`src/rtl/dino_pkg.sv`:
```
// Shared constants and state encoding for the dinosaur runner controller.
// The optional crouch feature is enabled by defining DINO_DUCK_EN.
package dino_pkg;

  localparam logic [9:0] SCREEN_W = 10'd640;
  localparam logic [9:0] GROUND_Y = 10'd400;
  localparam logic [9:0] DINO_X   = 10'd80;
  localparam logic [9:0] DINO_W   = 10'd20;
  localparam logic [9:0] DINO_H   = 10'd22;
  localparam logic [9:0] DUCK_H   = 10'd12;
  localparam logic [9:0] STAND_Y  = GROUND_Y - DINO_H;  // 378
  localparam logic [9:0] DUCK_Y   = GROUND_Y - DUCK_H;  // 388

  localparam logic [4:0]  JUMP_V0   = 5'd12;
  localparam logic [13:0] SCORE_MAX = 14'd9999;

  // Vertical direction lives in the state; velocity is a plain magnitude.
  typedef enum logic [2:0] {
    IDLE,
    RUN,
    RISE,
    FALL,
    DEAD
  } state_t;

endpackage

```
`src/rtl/dino_runner_ctrl_if.sv`:
```
// Box exchange between the dino controller and the obstacle generator:
// obstacle box in, dino box and the shared Stop line out.
interface dino_runner_ctrl_if;

  logic [9:0] Obs_X;
  logic [9:0] Obs_Y;
  logic [9:0] Obs_W;
  logic [9:0] Obs_H;
  logic [9:0] Point_X;
  logic [9:0] Point_Y;
  logic [9:0] Width;
  logic [9:0] Heigh;
  logic       Stop;

  // Dino side.
  modport master (
    input  Obs_X, Obs_Y, Obs_W, Obs_H,
    output Point_X, Point_Y, Width, Heigh, Stop
  );

  // Obstacle side.
  modport slave (
    output Obs_X, Obs_Y, Obs_W, Obs_H,
    input  Point_X, Point_Y, Width, Heigh, Stop
  );

endinterface

```
`src/rtl/btn_sync_edge.sv`:
```
// Two-flop synchronizer for a raw push-button. With LEVEL = 0 the output
// is a registered one-cycle pulse on each rising edge (3 cycles after the
// pin); with LEVEL = 1 it is the synchronized level.
module btn_sync_edge #(
  parameter bit LEVEL = 1'b0
) (
  input  logic clk,
  input  logic rst,
  input  logic din,
  output logic dout
);

  logic sync1_q;
  logic sync2_q;

  // Metastability guard: two back-to-back flops on the asynchronous pin.
  always_ff @(posedge clk or negedge rst) begin
    // NOTE: non-blocking assignments keep the flop chain a true shift register.
    if (!rst) begin
      sync1_q <= 1'b0;
      sync2_q <= 1'b0;
    end else begin
      sync1_q <= din;
      sync2_q <= sync1_q;
    end
  end

  generate
    if (LEVEL) begin : g_level
      assign dout = sync2_q;
    end else begin : g_edge
      logic prev_q;
      logic pulse_q;

      // Registered rising-edge detect on the synchronized level.
      always_ff @(posedge clk or negedge rst) begin
        if (!rst) begin
          prev_q  <= 1'b0;
          pulse_q <= 1'b0;
        end else begin
          prev_q  <= sync2_q;
          pulse_q <= sync2_q & ~prev_q;
        end
      end

      assign dout = pulse_q;
    end
  endgenerate

endmodule

```
`src/rtl/dino_runner_ctrl.sv`:
```
// Dinosaur runner controller: jump physics, collision test against one
// obstacle box, Stop/game_over control and saturating distance score.
// Optional crouch input is enabled by defining DINO_DUCK_EN.
module dino_runner_ctrl
  import dino_pkg::*;
(
  input  logic                clk,
  input  logic                rst,
  input  logic                jump_btn,
`ifdef DINO_DUCK_EN
  input  logic                duck_btn,
`endif
  dino_runner_ctrl_if.master  bus,
  output logic                game_over,
  output logic [13:0]         score
);

  state_t      state_q, state_d;
  logic [9:0]  y_q, y_d;
  logic [4:0]  vel_q, vel_d;
  logic        stop_q, stop_d;
  logic        over_q, over_d;
  logic [13:0] score_q, score_d;
  logic        jump_evt;
  logic        hit;
  logic [10:0] fall_sum;

  btn_sync_edge #(.LEVEL(1'b0)) u_jump_sync (
    .clk  (clk),
    .rst  (rst),
    .din  (jump_btn),
    .dout (jump_evt)
  );

`ifdef DINO_DUCK_EN
  logic duck_lvl;
  logic duck_q, duck_d;

  btn_sync_edge #(.LEVEL(1'b1)) u_duck_sync (
    .clk  (clk),
    .rst  (rst),
    .din  (duck_btn),
    .dout (duck_lvl)
  );

  // Crouch flag tracks the pose chosen in RUN.
  always_ff @(posedge clk or negedge rst) begin
    if (!rst) duck_q <= 1'b0;
    else      duck_q <= duck_d;
  end

  assign bus.Heigh = duck_q ? DUCK_H : DINO_H;
`else
  assign bus.Heigh = DINO_H;
`endif

  assign bus.Point_X = DINO_X;
  assign bus.Point_Y = y_q;
  assign bus.Width   = DINO_W;
  assign bus.Stop    = stop_q;
  assign game_over   = over_q;
  assign score       = score_q;

  // Strict inequalities on 11-bit sums: touching edges do not collide.
  assign hit = ({1'b0, DINO_X}    < ({1'b0, bus.Obs_X} + {1'b0, bus.Obs_W})) &&
               ({1'b0, bus.Obs_X} < ({1'b0, DINO_X}    + {1'b0, DINO_W}))    &&
               ({1'b0, y_q}       < ({1'b0, bus.Obs_Y} + {1'b0, bus.Obs_H})) &&
               ({1'b0, bus.Obs_Y} < ({1'b0, y_q}       + {1'b0, bus.Heigh}));

  assign fall_sum = {1'b0, y_q} + {6'd0, vel_q};

  // State and datapath registers; reset puts the dino standing, game frozen.
  always_ff @(posedge clk or negedge rst) begin
    if (!rst) begin
      state_q <= IDLE;
      y_q     <= STAND_Y;
      vel_q   <= 5'd0;
      stop_q  <= 1'b1;
      over_q  <= 1'b0;
      score_q <= 14'd0;
    end else begin
      state_q <= state_d;
      y_q     <= y_d;
      vel_q   <= vel_d;
      stop_q  <= stop_d;
      over_q  <= over_d;
      score_q <= score_d;
    end
  end

  // Next-state, physics and score; a collision outranks any jump request.
  always_comb begin
    // NOTE: every output gets a hold default first so no latch is inferred.
    state_d = state_q;
    y_d     = y_q;
    vel_d   = vel_q;
    stop_d  = stop_q;
    over_d  = over_q;
    score_d = score_q;
`ifdef DINO_DUCK_EN
    duck_d  = duck_q;
`endif

    case (state_q)
      IDLE: begin
        // The first press only starts the game.
        if (jump_evt) begin
          state_d = RUN;
          stop_d  = 1'b0;
        end
      end

      RUN, RISE, FALL: begin
        if (hit) begin
          state_d = DEAD;
          stop_d  = 1'b1;
          over_d  = 1'b1;
        end else begin
          score_d = (score_q == SCORE_MAX) ? SCORE_MAX : score_q + 14'd1;
          if (state_q == RUN) begin
`ifdef DINO_DUCK_EN
            duck_d = duck_lvl;
            y_d    = duck_lvl ? DUCK_Y : STAND_Y;
            if (jump_evt && !duck_lvl) begin
              state_d = RISE;
              vel_d   = JUMP_V0;
            end
`else
            if (jump_evt) begin
              state_d = RISE;
              vel_d   = JUMP_V0;
            end
`endif
          end else if (state_q == RISE) begin
            y_d = y_q - {5'd0, vel_q};
            if (vel_q == 5'd1) state_d = FALL;
            else               vel_d   = vel_q - 5'd1;
          end else begin
            if (fall_sum >= {1'b0, STAND_Y}) begin
              y_d     = STAND_Y;
              vel_d   = 5'd0;
              state_d = RUN;
            end else begin
              y_d   = fall_sum[9:0];
              vel_d = (vel_q == JUMP_V0) ? JUMP_V0 : vel_q + 5'd1;
            end
          end
        end
      end

      DEAD: ;

      default: state_d = IDLE;
    endcase
  end

endmodule

```
`src/flat_wrapper.sv`:
```
// flat-port wrapper written by rule: the top's interface ports become plain ports
module dino_runner_ctrl_flat import dino_pkg::*;
  (clk, rst, jump_btn, game_over, score, bus_Obs_X, bus_Obs_Y, bus_Obs_W, bus_Obs_H, bus_Point_X, bus_Point_Y, bus_Width, bus_Heigh, bus_Stop);
  dino_runner_ctrl_if bus_i ();
  input  logic clk;
  input  logic rst;
  input  logic jump_btn;
  output logic game_over;
  output logic [13:0] score;
  input wire logic [$bits(bus_i.Obs_X)-1:0] bus_Obs_X;
  input wire logic [$bits(bus_i.Obs_Y)-1:0] bus_Obs_Y;
  input wire logic [$bits(bus_i.Obs_W)-1:0] bus_Obs_W;
  input wire logic [$bits(bus_i.Obs_H)-1:0] bus_Obs_H;
  output wire logic [$bits(bus_i.Point_X)-1:0] bus_Point_X;
  output wire logic [$bits(bus_i.Point_Y)-1:0] bus_Point_Y;
  output wire logic [$bits(bus_i.Width)-1:0] bus_Width;
  output wire logic [$bits(bus_i.Heigh)-1:0] bus_Heigh;
  output wire logic [$bits(bus_i.Stop)-1:0] bus_Stop;
  assign bus_i.Obs_X = bus_Obs_X;
  assign bus_i.Obs_Y = bus_Obs_Y;
  assign bus_i.Obs_W = bus_Obs_W;
  assign bus_i.Obs_H = bus_Obs_H;
  assign bus_Point_X = bus_i.Point_X;
  assign bus_Point_Y = bus_i.Point_Y;
  assign bus_Width = bus_i.Width;
  assign bus_Heigh = bus_i.Heigh;
  assign bus_Stop = bus_i.Stop;
  dino_runner_ctrl u_core (.clk(clk), .rst(rst), .jump_btn(jump_btn), .bus(bus_i), .game_over(game_over), .score(score));
endmodule
```
`config.mk`:
```
export PLATFORM = sky130hd
export DESIGN_NAME = dino_runner_ctrl_flat
export DESIGN_NICKNAME = d
export VERILOG_FILES = /design/src/rtl/dino_pkg.sv /design/src/rtl/dino_runner_ctrl_if.sv /design/src/rtl/btn_sync_edge.sv /design/src/rtl/dino_runner_ctrl.sv /design/src/flat_wrapper.sv
export SDC_FILE = /design/constraint.sdc
export NUM_CORES = 1
export LEC_CHECK = 0
export CAP_MARGIN = 20
export CORE_ASPECT_RATIO = 0.8
export CORE_UTILIZATION = 47
export CTS_BUF_LIST = sky130_fd_sc_hd__clkbuf_16
export DETAILED_ROUTE_END_ITERATION = 7
export GPL_TIMING_DRIVEN = 0
export HOLD_SLACK_MARGIN = 0.1
export PLACE_DENSITY = 0.79
export RECOVER_POWER = 100
export SLEW_MARGIN = 10
export SYNTH_ARGS = -nofsm -noshare
export SYNTH_HDL_FRONTEND = slang
export SYNTH_SLANG_ARGS = --single-unit
```
`constraint.sdc`:
```
create_clock -name clk -period 3.1 [get_ports clk]
set_clock_uncertainty 0.05 [all_clocks]
set_input_delay 0.31 -clock clk [delete_from_list [all_inputs] [get_ports clk]]
set_output_delay 0.31 -clock clk [all_outputs]
set_load 0.01 [all_outputs]
```
; Yosys cells after proc, flatten, opt, wreduce, memory -nomap -nowiden
; Cells that the tools add are included.
[word_totals]
reg_bits = 38
wordCells = 74
[op_classes]
n_addsub = 8
magnitude_cmp = 5
eq_ne = 14
n_mux = 20
bitwise_logic = 5
n_reduce_logical = 12
[ops]
columns = operator, count
row1 = $mux 5, 6
row2 = $add 10x10->11, 2
row3 = $lt 10x11->1, 2
row4 = $mux 3, 7
row5 = $mux 10, 2
row6 = $add 14x1->14 const B, 1
row7 = $eq 14x14->1 const B, 1
row8 = $mux 14, 1
row9 = $add 10x5->11, 1
row10 = $add 10x5->11 const B, 1
row11 = $ge 11x9->1 const B, 1
row12 = $lt 7x11->1 const A, 1
row13 = $lt 10x7->1 const B, 1
row14 = $sub 10x5->10, 1
row15 = $pmux 3 s3, 1
row16 = $eq 3x2->1 const B, 2
row17 = $reduce_and 3->1, 2
row18 = $add 5x1->5 const B, 1
row19 = $eq 5x1->1 const B, 1
row20 = $eq 5x4->1 const B, 1
row21 = $ne 5x1->1 const B, 1
row22 = $ne 5x3->1 const B, 1
row23 = $reduce_and 5->1, 1
row24 = $sub 5x1->5 const B, 1
row25 = other kinds (16), 24

; Depth between registers and ports, before layout
[depth]
word_depth = 7
mapped_depth = 18
ltp_nobuf = 16

; By module
; A second synthesis with hierarchy kept.
[unflattened]
cells_unflattened = 524
hier_area_um2 = 4446.8
[modules_own_cells]
columns = mod, n_inst, cells_per_inst, area_per_inst_um2
row1 = dino_runner_ctrl, 1, 519, 4332.9
row2 = btn_sync_edge, 1, 5, 113.9

; Least setup slack after synthesis
; Ideal clock, no wire load.
[synth_path]
kind = input to register
start = input bus_Obs_H[0]
end = register u_core.state_q[0]
setup_time_ps = 126
t_arrival_ps = 3382
required_ps = 2924
path_slack_ps = -458
path_stages = 17
path_cell_list = ha_1 -> fa_1 -> a211oi_1 -> o21bai_1 -> a21oi_1 -> o21bai_1 -> a21oi_1 -> xor2_1 -> ha_1 -> a21oi_1 -> nor2b_1 -> o32ai_1 -> o311a_1 -> buf_4 -> buf_2 -> o31ai_1 -> o21bai_1
[synth_between]
elab_chain_len = 6
word_cells_on_any_way = 10
classes_between = add/sub (1) / order compare (1) / eq/ne (3) / mux (2) / reduce/logical (3)
[synth_rtl]
columns = element, line_no
row1 = from (decl), flat_wrapper.sv:13  ; input wire logic [$bits(bus_i.Obs_H)-1:0] bus_Obs_H;
row2 = $add 10x10->11 (*), dino_runner_ctrl.sv:67  ; ({1'b0, y_q} < ({1'b0, bus.Obs_Y} + {1'b0, bus.Obs_H})) &&
row3 = $lt 10x11->1 (*), dino_runner_ctrl.sv:67
row4 = $logic_and 1x1->1 (*), dino_runner_ctrl.sv:66  ; ({1'b0, bus.Obs_X} < ({1'b0, DINO_X} + {1'b0, DINO_W})) &&
row5 = $logic_and 1x1->1 (*), dino_runner_ctrl.sv:67
row6 = $ne 5x3->1 (no source line) (tied with other cells), n/a
row7 = $reduce_and 5->1 (no source line) or $pmux 3 s3 (tied branches), n/a
row8 = to (signal assigned), dino_runner_ctrl.sv:82  ; state_q <= state_d;
row9 = to (decl), dino_runner_ctrl.sv:18  ; state_t state_q, state_d;
; Every way passes the cells marked *; elsewhere a longest branch is shown, timed or not.
; A chain may end at the register's enable or synchronous reset.

; Worst setup path after layout
[layout_path]
start = register u_core.y_q[1], in the netlist u_core.bus.Point_Y[1]
end = register u_core.score_q[4], in the netlist u_core.score[4]
[layout_between]
elab_chain_len = 5
word_cells_on_any_way = 7
classes_between = add/sub (1) / order compare (2) / bitwise (1) / reduce/logical (3)
[layout_rtl]
columns = element, line_no
row1 = from (decl), dino_runner_ctrl.sv:19  ; logic [9:0] y_q, y_d;
row2 = from (signal assigned), dino_runner_ctrl.sv:83  ; y_q <= y_d;
row3 = $add 10x5->11 or $lt 10x11->1 (tied branches), "dino_runner_ctrl.sv:68, dino_runner_ctrl.sv:67"
row4 = $lt 10x11->1 or $logic_and 1x1->1 (tied branches), "dino_runner_ctrl.sv:68, dino_runner_ctrl.sv:66"
row5 = $logic_and 1x1->1 (*), dino_runner_ctrl.sv:67
row6 = $not 1->1 (no source line) (*), n/a
row7 = $reduce_and 2->1 (no source line) (*), n/a
row8 = to (signal assigned), dino_runner_ctrl.sv:87  ; score_q <= score_d;
row9 = to (decl), dino_runner_ctrl.sv:23  ; logic [13:0] score_q, score_d;
; Marks and branches as above.

==> key figures <==
Status
  – Status: complete, but fails checks
  – Violations in the final reports: max-capacitance violations, max-slew violations, negative setup slack

Placed design
  – Number of buffer cells added on primary ports: 68
  – Instance area after placement: 5360 sq um
  – Placement-stage worst setup slack: -1120 ps
  – Detailed-placement wirelength estimate: 8.84 mm
  – Cell count after placement: 734
  – RD Place Congestion: 0.928

Floorplan
  – Number of rows in the core area: 30
  – Core Box Area: 8710 sq um
  – Die span in y: 87.9 um
  – Die area: 9610 sq um
  – Starting density of the core: 49.8%
  – Top-Level Pins: 99
  – Width of the die: 109 um

Synth
  – Post-synthesis average cell area: 8.26 sq um
  – YS warnings: 0
  – Post-synthesis sequential element count: 38
  – Count of cell types in the netlist: 67
  – Top-area cell type share of the netlist area: 17.9%
  – Dominant cells by area after synthesis: dfrtp_1 18%, ha_1 15%, buf_4 5.4%, a21oi_1 4.8%, dfstp_2 4.2%
  – Count of flip-flops with a built-in enable after synthesis: 0
  – Instance count of the mapped netlist: 525
  – Top FF cell, synth: dfrtp_1
  – Synthesized cell area: 4330 sq um
  – Post-synthesis cell type with the largest combined area: dfrtp_1
  – Fraction of synthesis flops using an asynchronous set or reset pin: 100%
  – Portion of the post-synthesis area used by sequential elements: 22.1%

Timing
  – Setup violations, final: 34
  – Final min period: 3500 ps
  – Slew at the pin closest to its max-slew limit: 1980 ps
  – Top achievable clock speed: 285 MHz
  – Accumulated negative setup slack: -10,050 ps
  – Max-Slew Margin vs Limit: -31.9%
  – Share of the clock period used by the worst path: 113%
  – Pins Over Slew Limit: 37
  – Worst setup slack after layout: -405 ps
  – Unrepaired setup endpoints after global routing: true
  – Count of endpoints failing hold in the final timing report: 0

Worst setup path
  – Cell count of the worst reg-to-reg path: 16
  – Setup slack of the most critical reg-to-reg path: -400 ps
  – Worst Path Class, Setup: flop to flop
  – R2r startpoint: u_core.bus.Point_Y[1]
  – Worst Path Max Fanout: 8
  – Worst endpoint data arrival time: 3620 ps
  – Sort of element at the end of the critical path: flop
  – Startpoint Class: flop
  – CP max stage cell: dfstp_2
  – Required time worst endpoint: 3220 ps
  – Reg-to-reg endpoint: u_core.score[4]
  – CP dominant cell by count: o21ai_1
  – Crit path cell chain: inv_4 -> ha_4 -> inv_2 -> a21oi_4 -> xnor2_2 -> ha_1 -> nand2_1 -> o21ai_1 -> a2111oi_0 -> o21ai_1 -> a221oi_2 -> buf_4 -> o311a_1 -> buf_6 -> nor3_1 -> mux2_2
  – Source of the critical timing path: u_core.bus.Point_Y[1]
  – Delay of the slowest critical-path stage: 640 ps

Final layout
  – Cell area after layout: 6090 sq um
  – Final design utilization: 69.9%
  – Number of nets in the layout: 766
  – Most used cells in the layout excluding fill and tap cells: 57 x buf_4, 47 x ha_1, 36 x clkdlybuf4s50_1
  – Area Growth Syn to Fin: 40.4%
  – Share of final-layout standard cells stronger than drive strength 1: 25.2%
  – Filler-free cell count of the finished design: 779
  – Leading cell type in the layout, fill and taps excluded: buf_4
  – Diode insertion count for antenna repair: 0

CTS
  – TritonCTS clock tree: done
  – TritonCTS buffer count: 5
  – Worst skew pair latency: 290 ps
  – Clock tree root driver cell: clkbuf_16
  – Buffer levels on the longest clock path: 2
  – Maximum level of the CTS H-tree: 2
  – Clk slew on worst S/H paths: 60 ps
  – Clock net sink count: 38

GRT
  – Overall global routing resource usage: 25.5%
  – Gr ovfl total: 0
  – Via count of the first global-routing pass: 4,067
  – Pin count of the biggest net entering global routing: 37
  – Antenna violations before repair: 0
  – Wire length of the first global-routing pass: 19.3 mm

Drt
  – Met2 wire length: 5.81 mm
  – Total number of vias: 4,497
  – Sum of met3 wire segment lengths after detailed routing: 975 um
  – Top sig layer: met4
  – Total DRC errors in the routed layout: 0
  – Via-to-Cell Ratio: 5.77
  – Sum of routed wire length over all layers: 12.3 mm
  – Drt pass-1 iters: 5
  – DRC marker count from the first detailed-route iteration: 350
  – Routed wirelength normalized by instance count: 15.8 um
  – Length of routed wiring on met1: 5.39 mm
  – Count of nets left with antenna violations after detail routing: 0

Pwr
  – Cell Pwr Density: 856 nW/um^2
  – Leakage: 0.00272 uW
  – Maximum resistive drop on vdd: 0.637 mV

Flow run
  – Max-cap viol count: 1

Worst hold path
  – Worst min-delay path class: primary input to asynchronous set/reset pin
-- state kept, by name (all words and copies together), names as in the netlist --
signal	count
u_core.u_jump_sync.sync2_q	1
u_core.u_jump_sync.g_edge.prev_q	1
u_core.bus.Stop	1
u_core.score	14
u_core.u_jump_sync.sync1_q	1
u_core.u_jump_sync.dout	1
u_core.game_over	1
u_core.bus.Point_Y	10
u_core.vel_q	5
u_core.state_q	3
-- synth_stat cells, drive strengths merged, types with 4 or more instances --
| master | instances |
|---|---|
| nor2b | 6 |
| nor3 | 12 |
| and2 | 4 |
| inv | 26 |
| o211ai | 5 |
| ha | 53 |
| a21o | 11 |
| clkbuf | 10 |
| nand3 | 20 |
| nand4 | 8 |
| a21oi | 42 |
| mux2 | 5 |
| o21a | 6 |
| nand2 | 37 |
| and3 | 9 |
| dfrtp | 31 |
| nor2 | 28 |
| xor2 | 13 |
| xnor2 | 17 |
| o21ai | 35 |
| a211oi | 8 |
| dfstp | 7 |
| o31ai | 7 |
| buf | 37 |
| fa | 4 |
| nand2b | 14 |
| a31oi | 11 |
| o21bai | 4 |
-- kinds of logic (layout without fill, tap and decap cells) --
kind of cell,count (synthesis),count (layout),share of synthesized area [%]
other,2,30,0.173
and+or+nand+nor,159,159,19.3
adders and majority gates,57,57,17.1
xor gates and xnor gates,30,30,6.06
DFF,38,38,22.1
muxes,6,6,1.53
buffers and inverters,73,187,9.18
AOI/OAI and AO/OA,160,160,24.5
-- worst max-delay path by stage --
stage          cells after the start                    end
4_1_cts                           17        u_core.score[2]
5_1_grt                           15        u_core.score[4]
3_5_place_dp                      17  u_core.bus.Point_Y[6]
6_report                          16        u_core.score[4]
2_1_floorplan                     17      u_core.state_q[0]
3_3_place_gp                      18  u_core.bus.Point_Y[6]
-- timing repair --
action	CTS	global route
pin swaps	29	46
cloned	2	0
hold buffers	1	0
setup buffers	18	16
setup endpoints to repair	34	34
resized for setup	50	53
hold endpoints to repair	32	0
-- power by group --
| group | leakage (uW) | internal, uW | switching [uW] |
|---|---|---|---|
| logic | 0.00221 | 1730 | 2020 |
| registers | 0.000436 | 714 | 253 |
| clock network | 0.0000672 | 294 | 205 |
| total | 0.00272 | 2730 | 2480 |
-- critical path: cells and delay by family (launching register included) --
family / cells / cell delay (ps)
xor gates and xnor gates: 1 / 140
and+or+nand+nor: 2 / 170
adders and majority gates: 2 / 490
muxes: 1 / 320
DFF: 1 / 640
AOI/OAI and AO/OA: 6 / 1120
buffers and inverters: 4 / 460
-- metal layers --
metal | vias to the layer above | track usage (%)
met4 | 0 | 6.42
met2 | 200 | 41.1
li1 | 2163 | -
met1 | 2112 | 35.6
met5 | - | 0
met3 | 22 | 4.24
-- stage by stage --
step	total power [uW]	hold slack, ps
after floorplan	3250	-35.6
after global placement	4070	284
after detailed placement	4170	70.5
after CTS	4820	302
after global routing	5610	302
final	5210	295
-- layout make-up --
class | instances | area, sq um
Clock inverter | 3 | 16.3
Buffer | 47 | 323
Multi-Input combinational cell | 442 | 3410
Sequential cell | 38 | 963
Fill cell | 704 | 2620
Clock buffer | 5 | 125
Timing Repair Buffer | 106 | 1010
Inverter | 26 | 100
Tap cell | 112 | 140
No activity file was read; power rests on OpenSTA's default activity.
